===== src/rtl/seq_stream_serializer.sv =====
// ---------------------------------------------------------------------------
// seq_stream_serializer
//
// Purpose:
//   Feeds the sequence detector's serial input. Parallel words of 1..WORD_W
//   bits are accepted over a valid/ready handshake, held in a small circular
//   FIFO and shifted out one bit per clock on out_seq. Consecutive words are
//   emitted back-to-back with no idle cycle, so the detector sees one
//   continuous bitstream across word boundaries.
//
// Configuration macro:
//   SER_MSB_FIRST_EN  - when defined, each word is emitted from bit [len-1]
//                       down to bit [0]. When undefined (default), bit [0]
//                       goes first. Timing and handshake are identical.
//
// Ports:
//   clk         in   single clock, rising edge
//   rst_n       in   asynchronous active-low reset
//   in_valid    in   producer offers in_data/in_len
//   in_ready    out  FIFO has room (transfer on in_valid && in_ready)
//   in_data     in   [WORD_W-1:0] payload, bits above the length ignored
//   in_len      in   [LEN_W-1:0] bit count, 0 encodes WORD_W
//   out_seq     out  serial bit to the detector
//   out_valid   out  out_seq carries a payload bit this cycle
//   word_done   out  pulse coinciding with the last bit of each word
//   busy        out  shifting or FIFO non-empty
//   fifo_level  out  [LVL_W-1:0] words held in the FIFO (0..FIFO_DEPTH)
// ---------------------------------------------------------------------------
module seq_stream_serializer #(
    parameter int WORD_W     = 16,
    parameter int LEN_W      = 4,
    parameter int FIFO_DEPTH = 4,
    parameter int LVL_W      = 3
) (
    input  logic              clk,
    input  logic              rst_n,
    input  logic              in_valid,
    output logic              in_ready,
    input  logic [WORD_W-1:0] in_data,
    input  logic [LEN_W-1:0]  in_len,
    output logic              out_seq,
    output logic              out_valid,
    output logic              word_done,
    output logic              busy,
    output logic [LVL_W-1:0]  fifo_level
);

    localparam int PTR_W = LVL_W - 1;
    localparam int ENT_W = WORD_W + LEN_W;

    typedef enum logic {
        IDLE  = 1'b0,
        SHIFT = 1'b1
    } state_t;

    // FIFO storage and bookkeeping
    logic [ENT_W-1:0]  fifo_mem [FIFO_DEPTH];
    logic [PTR_W-1:0]  wr_ptr_reg;
    logic [PTR_W-1:0]  rd_ptr_reg;
    logic [LVL_W-1:0]  level_reg;

    // Serializer state
    state_t            state_reg;
    logic [WORD_W-1:0] shreg_reg;
    logic [LEN_W-1:0]  cnt_reg;
    logic              out_seq_reg;
    logic              out_valid_reg;
    logic              word_done_reg;

    // Datapath helpers
    logic [WORD_W-1:0] len_mask;
    logic [WORD_W-1:0] in_word;
    logic [ENT_W-1:0]  head;
    logic [WORD_W-1:0] head_data;
    logic [LEN_W-1:0]  head_len;
    logic [WORD_W-1:0] load_shreg;
    logic [LEN_W-1:0]  load_cnt;
    logic [WORD_W-1:0] shifted;
    logic              tap;
    logic              fifo_empty;
    logic              push;
    logic              pop;

    // Clear payload bits beyond the word length so the stored word is
    // exactly what will be emitted. in_len == 0 means a full-width word.
    generate
        for (genvar gi = 0; gi < WORD_W; gi++) begin : g_len_mask
            assign len_mask[gi] = (in_len == '0) || (LEN_W'(gi) < in_len);
        end
    endgenerate

    assign in_word = in_data & len_mask;

    // The head entry is read combinationally: the last-bit edge must pop and
    // reload in the same cycle to keep consecutive words gap-free.
    assign head      = fifo_mem[rd_ptr_reg];
    assign head_data = head[WORD_W-1:0];
    assign head_len  = head[ENT_W-1:WORD_W];

    // Counter holds (bits remaining - 1). len == 0 wraps to WORD_W-1, which
    // is exactly the full-width count because WORD_W == 2**LEN_W.
    assign load_cnt = head_len - LEN_W'(1);

`ifdef SER_MSB_FIRST_EN
    // Left-align the word so bit [len-1] sits at the MSB tap. The shift
    // amount WORD_W-len reduces to (0 - len) mod WORD_W, which also yields
    // zero for the len == 0 (full-width) encoding.
    logic [LEN_W-1:0] msb_shift;
    assign msb_shift  = LEN_W'(0) - head_len;
    assign load_shreg = head_data << msb_shift;
    assign tap        = shreg_reg[WORD_W-1];
    assign shifted    = {shreg_reg[WORD_W-2:0], 1'b0};
`else
    assign load_shreg = head_data;
    assign tap        = shreg_reg[0];
    assign shifted    = {1'b0, shreg_reg[WORD_W-1:1]};
`endif

    assign fifo_empty = (level_reg == '0);
    assign in_ready   = (level_reg != LVL_W'(FIFO_DEPTH));
    assign push       = in_valid && in_ready;
    // A new word is taken when idle, or on the last bit of the current word.
    assign pop        = !fifo_empty && ((state_reg == IDLE) || (cnt_reg == '0));

    // FIFO payload storage; contents need no reset since the pointers do.
    always_ff @(posedge clk) begin
        if (push) begin
            fifo_mem[wr_ptr_reg] <= {in_len, in_word};
        end
    end

    always_ff @(posedge clk or negedge rst_n) begin
        if (!rst_n) begin
            wr_ptr_reg    <= '0;
            rd_ptr_reg    <= '0;
            level_reg     <= '0;
            state_reg     <= IDLE;
            shreg_reg     <= '0;
            cnt_reg       <= '0;
            out_seq_reg   <= 1'b0;
            out_valid_reg <= 1'b0;
            word_done_reg <= 1'b0;
        end else begin
            if (push) begin
                wr_ptr_reg <= wr_ptr_reg + PTR_W'(1);
            end
            if (pop) begin
                rd_ptr_reg <= rd_ptr_reg + PTR_W'(1);
            end

            case ({push, pop})
                2'b10:   level_reg <= level_reg + LVL_W'(1);
                2'b01:   level_reg <= level_reg - LVL_W'(1);
                default: level_reg <= level_reg;
            endcase

            case (state_reg)
                IDLE: begin
                    out_valid_reg <= 1'b0;
                    out_seq_reg   <= 1'b0;
                    word_done_reg <= 1'b0;
                    if (pop) begin
                        shreg_reg <= load_shreg;
                        cnt_reg   <= load_cnt;
                        state_reg <= SHIFT;
                    end
                end
                SHIFT: begin
                    out_valid_reg <= 1'b1;
                    out_seq_reg   <= tap;
                    word_done_reg <= (cnt_reg == '0);
                    if (cnt_reg == '0) begin
                        if (pop) begin
                            shreg_reg <= load_shreg;
                            cnt_reg   <= load_cnt;
                        end else begin
                            state_reg <= IDLE;
                        end
                    end else begin
                        shreg_reg <= shifted;
                        cnt_reg   <= cnt_reg - LEN_W'(1);
                    end
                end
                default: begin
                    state_reg <= IDLE;
                end
            endcase
        end
    end

    assign out_seq    = out_seq_reg;
    assign out_valid  = out_valid_reg;
    assign word_done  = word_done_reg;
    assign busy       = (state_reg == SHIFT) || !fifo_empty;
    assign fifo_level = level_reg;

endmodule


===== config.mk =====
export PLATFORM = sky130hd
export DESIGN_NAME = seq_stream_serializer
export DESIGN_NICKNAME = d
export VERILOG_FILES = /design/src/rtl/seq_stream_serializer.sv
export SDC_FILE = /design/constraint.sdc
export NUM_CORES = 1
export LEC_CHECK = 0
export CAP_MARGIN = 20
export CORE_ASPECT_RATIO = 0.75
export CORE_UTILIZATION = 53
export DETAILED_ROUTE_END_ITERATION = 16
export PLACE_DENSITY = 0.76
export SLEW_MARGIN = 25
export SYNTH_ARGS = -nofsm -noshare
export SYNTH_HDL_FRONTEND = slang
export SYNTH_SLANG_ARGS = --single-unit

===== constraint.sdc =====
create_clock -name clk -period 2.4 [get_ports clk]
set_clock_uncertainty 0.05 [all_clocks]
set_input_delay 0.48 -clock clk [delete_from_list [all_inputs] [get_ports clk]]
set_output_delay 0.48 -clock clk [all_outputs]
set_load 0.005 [all_outputs]

# After elaboration in Yosys (flattened, before gate mapping)
# Memory sizes are Yosys's and may differ from the RTL's.
# Index checks and enable logic that the tools add are counted.
# totals
regBits	31
ramBits	80
inputBits	23
output_inout_bits	8
elab_cells	77
memories	1
# memory_table
name	words	width	rd	rd_ports_with_merged_regs	wr	line_no	rtl
fifo_mem	4	20	1	0	1	57	logic [ENT_W-1:0] fifo_mem [FIFO_DEPTH];
# op_classes
add_sub_neg	6
magnitude_cmp	16
n_eq_ne	3
mux	15
bitwise_logic	2
n_reduce_logical	25
# op_table
op	n
4-bit < comparator, first input constant	8
16-bit two-way mux	2
16-bit one-hot mux with 2 select lines	1
1-bit logical OR	18
16-bit bitwise AND	1
3-bit by 4-bit < comparator with 1-bit output, first input constant	4
4-bit logical NOT	2
1-bit by 4-bit < comparator with 1-bit output, first input constant	2
2-bit by 4-bit < comparator with 1-bit output, first input constant	2
4-bit two-way mux	2
1-bit one-hot mux with 2 select lines	4
4-bit one-hot mux with 2 select lines	1
4-bit by 1-bit subtractor with 4-bit output, second input constant	2
3-bit one-hot mux with 2 select lines	1
2-bit by 1-bit adder with 2-bit output, second input constant	2
1-bit two-way mux	4
3-bit by 1-bit adder with 3-bit output, second input constant	1
3-bit logical NOT	1
3-bit != test, second input constant	1
3-bit by 1-bit subtractor with 3-bit output, second input constant	1
2-bit by 1-bit == test with 1-bit output, second input constant	1
2-bit == test, second input constant	1
1-bit logical AND	2
2-bit nonzero test	1
other kinds (2)	2

# Depth between registers and ports, before layout
# Gate-level depths: netlist of run 1.
# depth
word_depth	6
depth_mapped	10
mapped_depth_nobuf	10

# Worst setup path after synthesis of run 1
# OpenSTA, ideal clock, no wires.
# synth_path
path_type	flip-flop to flip-flop
startpoint	reg cnt_reg[0]
endpoint	reg level_reg[2], in the netlist fifo_level[2]
setup_time_ns	0.079
arrival_time_ns	2.342
required_time_ns	2.271
slack_ns	-0.071
stages_incl_launch_ff	11
period_less_slack_ns	2.471
path_cell_list	dfrtp_1 -> inv_1 -> ha_1 -> or3b_1 -> a21oi_1 -> ha_1 -> inv_1 -> fa_1 -> xor2_1 -> nor2_1 -> xor2_1
# synth_between
elab_chain_cells	5
word_cells_on_any_way	7
cone_classes	2 x eq/ne; 1 x mux; 4 x reduce/logical
# synth_lines
element	line_no	rtl
from (decl)	65	logic [LEN_W-1:0] cnt_reg;
from (signal assigned)	164	cnt_reg <= load_cnt;
from (signal assigned)	175	cnt_reg <= load_cnt;
from (signal assigned)	181	cnt_reg <= cnt_reg - LEN_W'(1);
4-bit logical NOT *	123	assign pop = !fifo_empty && ((state_reg == IDLE) || (cnt_reg == '0));
1-bit logical OR *	123	
1-bit logical AND *	123	
2-bit by 1-bit == test with 1-bit output / 2-bit == test (equally long branches)	151	case ({push, pop})
3-bit one-hot mux with 2 select lines / 2-bit nonzero test (equally long branches)	-	
to (signal assigned)	152	2'b10: level_reg <= level_reg + LVL_W'(1);
to (signal assigned)	153	2'b01: level_reg <= level_reg - LVL_W'(1);
to (signal assigned)	154	default: level_reg <= level_reg;
to (decl)	60	logic [LVL_W-1:0] level_reg;
# Every way passes the cells marked *; elsewhere a longest branch is shown, timed or not.
# A chain may end at the register's enable or synchronous reset.

# Worst setup path in the final report of run 1
# Same ends and word-level chain as after synthesis.

==> summary.txt, run 1 <==
Logic synthesis
  – Synth Cell Area: 4669 sq um
  – Synth top area cells: edfxtp_1, dfrtp_1, mux4_1
  – Post-synth ARST share: 27.93%
  – Net Count, Synth: 320
  – Post-synth top area share: 51.45%
  – Gate Count Post-Synth: 289
  – Avg Cell Area, Syn: 16.16 sq um
  – Sequential fraction of the synthesis area: 68.06%
  – Number of synthesized register bits: 111
  – YS warnings: 0
  – Cell variety after synth: 36
  – Synth area leader: edfxtp_1
  – Number of synthesized flops with an enable pin: 80
  – Prevailing post-synth register cell: edfxtp_1

Routing
  – Post-DRT Antenna Nets: 0
  – DR vias: 2615
  – Met2 wire length: 4394 um
  – Wire length on met1: 3783 um
  – DRC Markers: 0
  – 1st-pass router iterations: 4
  – Vias per inst: 5.773
  – DR top layer: met4
  – Routed len/inst: 19.79 um
  – Wire length on met3: 608 um
  – Iteration-0 DRC Markers: 161
  – Routed Wire Length: 8965 um

Floorplanning
  – # IOs: 31
  – Die Area: 9194 sq um
  – Die width: 110.4 um
  – Initial Utilization: 55.00%
  – Row Count: 29
  – CORE AREA: 8491 sq um
  – Die Ht: 83.29 um

Clock tree
  – Clock sinks: 111
  – Root Driver: clkbuf_16
  – Worst skew pair latency: 340 ps
  – CTS Buf Count: 9
  – CTS Buffer Depth: 2
  – Hold Buf Count CTS: 0
  – Max H-tree Level: 3
  – CTS tree: done
  – Clock-pin slew on the worst setup and hold paths: 70 ps

Global routing
  – Vias in the first global route: 2678
  – First-pass GRT wire length: 14270 um
  – Congestion Overflow GR: 0
  – Largest net degree at the start of global routing: 32
  – Overall Global Routing Usage: 21.83%
  – Initial antenna violation count: 0

Setup path
  – Arr. time, crit path: 2620 ps
  – Crit path kind: register to register
  – CP Launch Type: register
  – Crit Path Max Fanout: 4
  – CP Capture Type: register
  – CP Data Required Time: 2610 ps

Flow run
  – Max-Cap Viols: 0

Power and ir drop
  – Pwr Density: 1157 nW/um^2
  – Switching share of power: 31.46%
  – Clock power frac: 20.7%
  – Power Total: 0.006390 W
  – Comb pwr share: 34.7%
  – Seq pwr share: 44.5%
  – Worst VDD drop: 807.2 uV
  – Lkg Pwr: 2.167 nW
  – Pint: 0.004380 W
  – NetSw: 0.002010 W

Status
  – Failing checks: negative setup slack
  – Status: complete, but fails checks

Cells and area
  – Most frequent cells in the layout: edfxtp_1, dfrtp_1, clkdlybuf4s50_1
  – Nets: 371
  – Antenna cell count: 0
  – Max reg flops: 80
  – Non-Filler Instances: 453
  – Layout cells sized above 1: 15.36%
  – Final core occ: 65.03%
  – P&R area growth vs syn: 18.25%
  – Commonest non-fill, non-tap cell in the layout: edfxtp_1
  – FILL cells: 631

STA
  – Worst Tran Pin Value: 536.4 ps
  – Final hold viol count: 0
  – Tmin final: 2411 ps
  – Fin crit share: 100.4%
  – RSZ-0062 raised after global routing: true
  – Setup Viol. Count Final: 1
  – WHS: 443.1 ps
  – Slew Viols, Final: 0
  – Achievable Freq: 414.8 MHz
  – Max_slew headroom: 64.24%
  – Setup TNS: -10.73 ps
  – Setup WS post-layout: -10.73 ps

Place
  – Routability cong.: 0.7965
  – Port-buffer cells: 30
  – Inst Count DP: 435
  – Detailed Place HPWL: 5786 um

Hold path
  – Hold Path Class: register to register
-- layer usage --
metal	global-route usage, %	vias to the layer above
li1	-	1189
met1	30.80	1307
met2	32.64	101
met3	6.044	18
met4	8.014	0
met5	0	-
-- cells by family after synthesis --
| kind of cell | after synthesis | share of synthesized area (%) |
|---|---|---|
| XOR/XNOR | 11 | 2.063 |
| AND/OR/NAND/NOR | 57 | 5.842 |
| multiplexers | 37 | 14.12 |
| AO/OA/AOI/OAI | 39 | 5.118 |
| flip-flops | 111 | 68.06 |
| adder cells (fa/ha/maj) | 8 | 2.304 |
| buffers and inverters | 26 | 2.492 |
-- Yosys cell counts (2+ instances only) --
library cell and n:
a21boi_0 8, a21oi_1 5, and2_1 5, and3_1 5, buf_2 6, clkbuf_1 5, dfrtp_1 31, edfxtp_1 80
ha_1 7, inv_1 13, mux2i_1 16, mux4_1 10, mux4_2 10, nand2_1 24, nand3_1 4, nor2_1 8
nor2b_1 3, nor3_1 4, o21ai_0 18, o31a_1 2, xnor2_1 6, xor2_1 5
-- timing repair --
action	CTS	global route
endpoints found under the setup margin	1	1
pin swaps	1	1
setup buffers	0	2
gates resized for setup	1	5
-- worst paths after layout --
| path | depth (start not counted) | slack (ps) | start | to |
|---|---|---|---|---|
| setup / recovery | 10 | -10 | cnt_reg[0] | fifo_level[2] |
| hold / removal | 2 | 440 | shreg_reg[2] | shreg_reg[1] |
| setup reg to reg | 10 | -10 | cnt_reg[0] | fifo_level[2] |
| hold reg to reg | 2 | 440 | shreg_reg[2] | shreg_reg[1] |
| max in group asynchronous | 2 | 1530 | rst_n | shreg_reg[5] |
| min in group asynchronous | 2 | 490 | rst_n | shreg_reg[2] |
-- metrics by stage --
stage | setup slack (ps) | instance area (sq um)
after global routing | -92.41 | 5522
after global placement | 99.83 | 5211
final | -10.73 | 5522
after CTS | 3.124 | 5479
after floorplan | 29.52 | 4673
after detailed placement | 5.120 | 5211
-- final cells by class --
type | instances | area, sq um | area share, %
flip-flops and latches | 111 | 3178 | 57.56
multi-input cells | 152 | 1409 | 25.52
repair buffers | 53 | 485.5 | 8.792
clock buffers | 11 | 232.7 | 4.215
well taps | 108 | 135.1 | 2.447
inverters | 13 | 48.80 | 0.8838
clock inverters | 5 | 32.53 | 0.5892
-- power by group through the flow --
stage	clock network, W	logic, W	registers [W]
3_3_place_gp	0	0.00207	0.00285
2_1_floorplan	0	0.00148	0.00279
6_report	0.00133	0.00222	0.00285
5_1_grt	0.00143	0.00243	0.00289
4_1_cts	0.00135	0.00216	0.00284
3_5_place_dp	0	0.00214	0.00287
-- critical path, cell delays in order (launching register included) --
cell,delay [ps]
dfrtp_1,410
inv_1,70
ha_2,180
or3b_4,410
a21oi_4,210
ha_4,160
inv_1,40
fa_1,360
xor2_1,150
nor2_1,120
xor2_1,160
No activity file was read; power rests on OpenSTA's default activity.
==> run 2, diff against run 1 <==
Settings changed: SLEW_MARGIN 25 to 20.
==> results of run 2 <==
Final layout, timing and power as in run 1 (identical DEF).
==> run 3, diff against run 2 <==
Settings changed: CORE_ASPECT_RATIO 0.75 to not set.
==> summary.txt, run 3 (same netlist as run 1, synthesis figures left out) <==
Cells and area
  – Antenna cell count: 0 (unchanged)
  – FILL cells: 599 (was 631)
  – Max reg flops: 80 (unchanged)
  – FF+latch area: 3178 sq um (unchanged)
  – Commonest non-fill, non-tap cell in the layout: edfxtp_1 (unchanged)
  – Nets: 366 (was 371)
  – Layout cells sized above 1: 14.12% (was 15.36%)
  – Final core occ: 63.93% (was 65.03%)
  – Footprint of the multi-input gates: 1399 sq um (was 1409 sq um)
  – P&R area growth vs syn: 14.76% (was 18.25%)
  – Most frequent cells in the layout: edfxtp_1, dfrtp_1, clkdlybuf4s50_1 (unchanged)

STA
  – Tmin final: 2388 ps (was 2411 ps)
  – Max_slew headroom: 67.98% (was 64.24%)
  – Slew Viols, Final: 0 (unchanged)
  – Setup TNS: 0 ps (was -10.73 ps)
  – Fin crit share: 99.52% (was 100.4%)
  – RSZ-0062 raised after global routing: true (unchanged)
  – Worst Tran Pin Value: 476.1 ps (was 536.4 ps)
  – Achievable Freq: 418.7 MHz (was 414.8 MHz)
  – WHS: 447.6 ps (was 443.1 ps)
  – Final hold viol count: 0 (unchanged)
  – Setup Viol. Count Final: 0 (was 1)

Power and ir drop
  – NetSw: 0.001869 W (was 0.002010 W)
  – Lkg Pwr: 2.093 nW (was 2.167 nW)
  – Clock power frac: 16.6% (was 20.7%)
  – Seq pwr share: 48.5% (was 44.5%)
  – Pwr Density: 1089 nW/um^2 (was 1157 nW/um^2)
  – Worst VDD drop: 451.0 uV (was 807.2 uV)
  – Switching share of power: 32.02% (was 31.46%)
  – Comb pwr share: 34.8% (was 34.7%)
  – Power Total: 0.005837 W (was 0.006390 W)
  – Pint: 0.003968 W (was 0.004380 W)

Floorplanning
  – Die width: 95.87 um (was 110.4 um)
  – Die Area: 9190 sq um (was 9194 sq um)
  – Row Count: 33 (was 29)
  – # IOs: 31 (unchanged)
  – Initial Utilization: 55.71% (was 55.00%)
  – CORE AREA: 8382 sq um (was 8491 sq um)
  – Die Ht: 95.87 um (was 83.29 um)

Setup path
  – Crit path kind: register to register (unchanged)
  – Reg-to-Reg Start: cnt_reg[0] (unchanged)
  – CP Capture Type: register (unchanged)
  – Critical path buffers and inverters: 2 (unchanged)
  – Crit-path max cell delay: 420 ps (was 410 ps)
  – CP Launch Type: register (unchanged)
  – Internal reg-to-reg setup slack: 10 ps (was -10 ps)
  – Arr. time, crit path: 2640 ps (was 2620 ps)
  – Crit path max-delay cell type: dfrtp_1 (unchanged)
  – Cell family with most CP delay: adder cells (unchanged)
  – R2r worst-path depth: 10 (unchanged)
  – Worst R2R End: fifo_level[2] (unchanged)
  – CP cell instances: inv_1 -> ha_2 -> or3b_4 -> a21oi_4 -> ha_2 -> inv_1 -> fa_1 -> xor2_1 -> nor2_1 -> xor2_1 (was inv_1 -> ha_2 -> or3b_4 -> a21oi_4 -> ha_4 -> inv_1 -> fa_1 -> xor2_1 -> nor2_1 -> xor2_1)
  – CP Data Required Time: 2650 ps (was 2610 ps)
  – Crit Path Max Fanout: 4 (unchanged)

Global routing
  – Overall Global Routing Usage: 20.28% (was 21.83%)
  – First-pass GRT wire length: 13050 um (was 14270 um)
  – Initial antenna violation count: 0 (unchanged)
  – Vias in the first global route: 2532 (was 2678)
  – Largest net degree at the start of global routing: 37 (was 32)
  – Congestion Overflow GR: 0 (unchanged)

Clock tree
  – Root Driver: clkbuf_8 (was clkbuf_16)
  – Clock sinks: 111 (unchanged)
  – Clock-pin slew on the worst setup and hold paths: 100 ps (was 70 ps)
  – Worst skew pair latency: 360 ps (was 340 ps)
  – CTS tree: done (unchanged)
  – Max H-tree Level: 3 (unchanged)
  – Post-CTS Setup Inserts: 0 (unchanged)
  – CTS Buf Count: 9 (unchanged)
  – CTS Buffer Depth: 2 (unchanged)

Status
  – Status: completed (was complete, but fails checks)

Routing
  – Routed len/inst: 18.29 um (was 19.79 um)
  – Post-DRT Antenna Nets: 0 (unchanged)
  – DR vias: 2529 (was 2615)
  – 1st-pass router iterations: 4 (unchanged)
  – Iteration-0 DRC Markers: 170 (was 161)
  – Routed Wire Length: 8137 um (was 8965 um)
  – DRC Markers: 0 (unchanged)
  – Vias per inst: 5.683 (was 5.773)

Place
  – Routability cong.: 0.7673 (was 0.7965)
  – Port-buffer cells: 30 (unchanged)
  – Detailed Place HPWL: 5255 um (was 5786 um)

Flow run
  – Max-Cap Viols: 0 (unchanged)

Hold path
  – Hold Path Class: input pin to asynchronous set/reset pin (was register to register)
## run 3: changes by cell type in the layout (fill, tap and decap cells not counted), sizes merged
cell | previous run | this run
clkinvlp | 2 | 1
inv | 14 | 13
buf | 23 | 18
clkinv | 2 | 4
## run 3: timing repair
item	CTS	global route
resized for setup	0	5
hold endpoints to repair	0	0
setup endpoints to repair	0	1
hold buffers	0	0
## run 3: worst max-delay path by stage
stage	start	endpoint	slack [ps]	depth (start not counted)
after floorplan	cnt_reg[0]	fifo_level[2]	30	10
after global placement	cnt_reg[0]	fifo_level[2]	100	10
after detailed placement	cnt_reg[0]	fifo_level[2]	30	10
after CTS	cnt_reg[0]	fifo_level[2]	0.7	10
after global routing	cnt_reg[0]	fifo_level[2]	-130	10
final	cnt_reg[0]	fifo_level[2]	10	10
## run 3: power groups by stage
stage / registers, W / logic [W] / clock network (W)
2_1_floorplan: 0.00279 / 0.00148 / 0
3_3_place_gp: 0.00285 / 0.00199 / 0
3_5_place_dp: 0.00287 / 0.00204 / 0
4_1_cts: 0.00283 / 0.00204 / 0.000999
5_1_grt: 0.00289 / 0.00225 / 0.00106
6_report: 0.00283 / 0.00203 / 0.000972
## run 3: per-layer routing
metal,vias up,share of wire (%),wire length [um],GRT usage (%)
li1,1175,-,-,-
met1,1282,44,3562,25.88
met2,57,50,4087,33.69
met3,15,4.0,324,4.581
met4,0,2.0,162,8.582
met5,-,0,0,0
## run 3: layout make-up
class | instances | area share [%]
clock buffer | 11 | 2.452
clock inverter | 5 | 0.6537
inverter | 13 | 0.9106
multi-input combinational | 152 | 26.10
sequential | 111 | 59.30
tap | 105 | 2.452
timing repair buffer | 48 | 8.125
## run 3: worst register-to-register path, delay by kind of cell, from the launching register on
family | cells | cell delay [ps]
AO/OA/AOI/OAI | 1 | 180
XOR/XNOR | 2 | 290
adder cells (fa/ha/maj) | 3 | 760
buffers and inverters | 2 | 130
flip-flops | 1 | 420
AND/OR/NAND/NOR | 2 | 510
## run 3: per-stage QoR
step | cells | instance area (sq um) | worst slack (ps)
after floorplan | 289 | 4673 | 29.52
after global placement | 429 | 5172 | 96.19
after detailed placement | 429 | 5172 | 29.09
after CTS | 445 | 5339 | 0.6803
after global routing | 445 | 5359 | -126.7
final | 445 | 5359 | 11.61
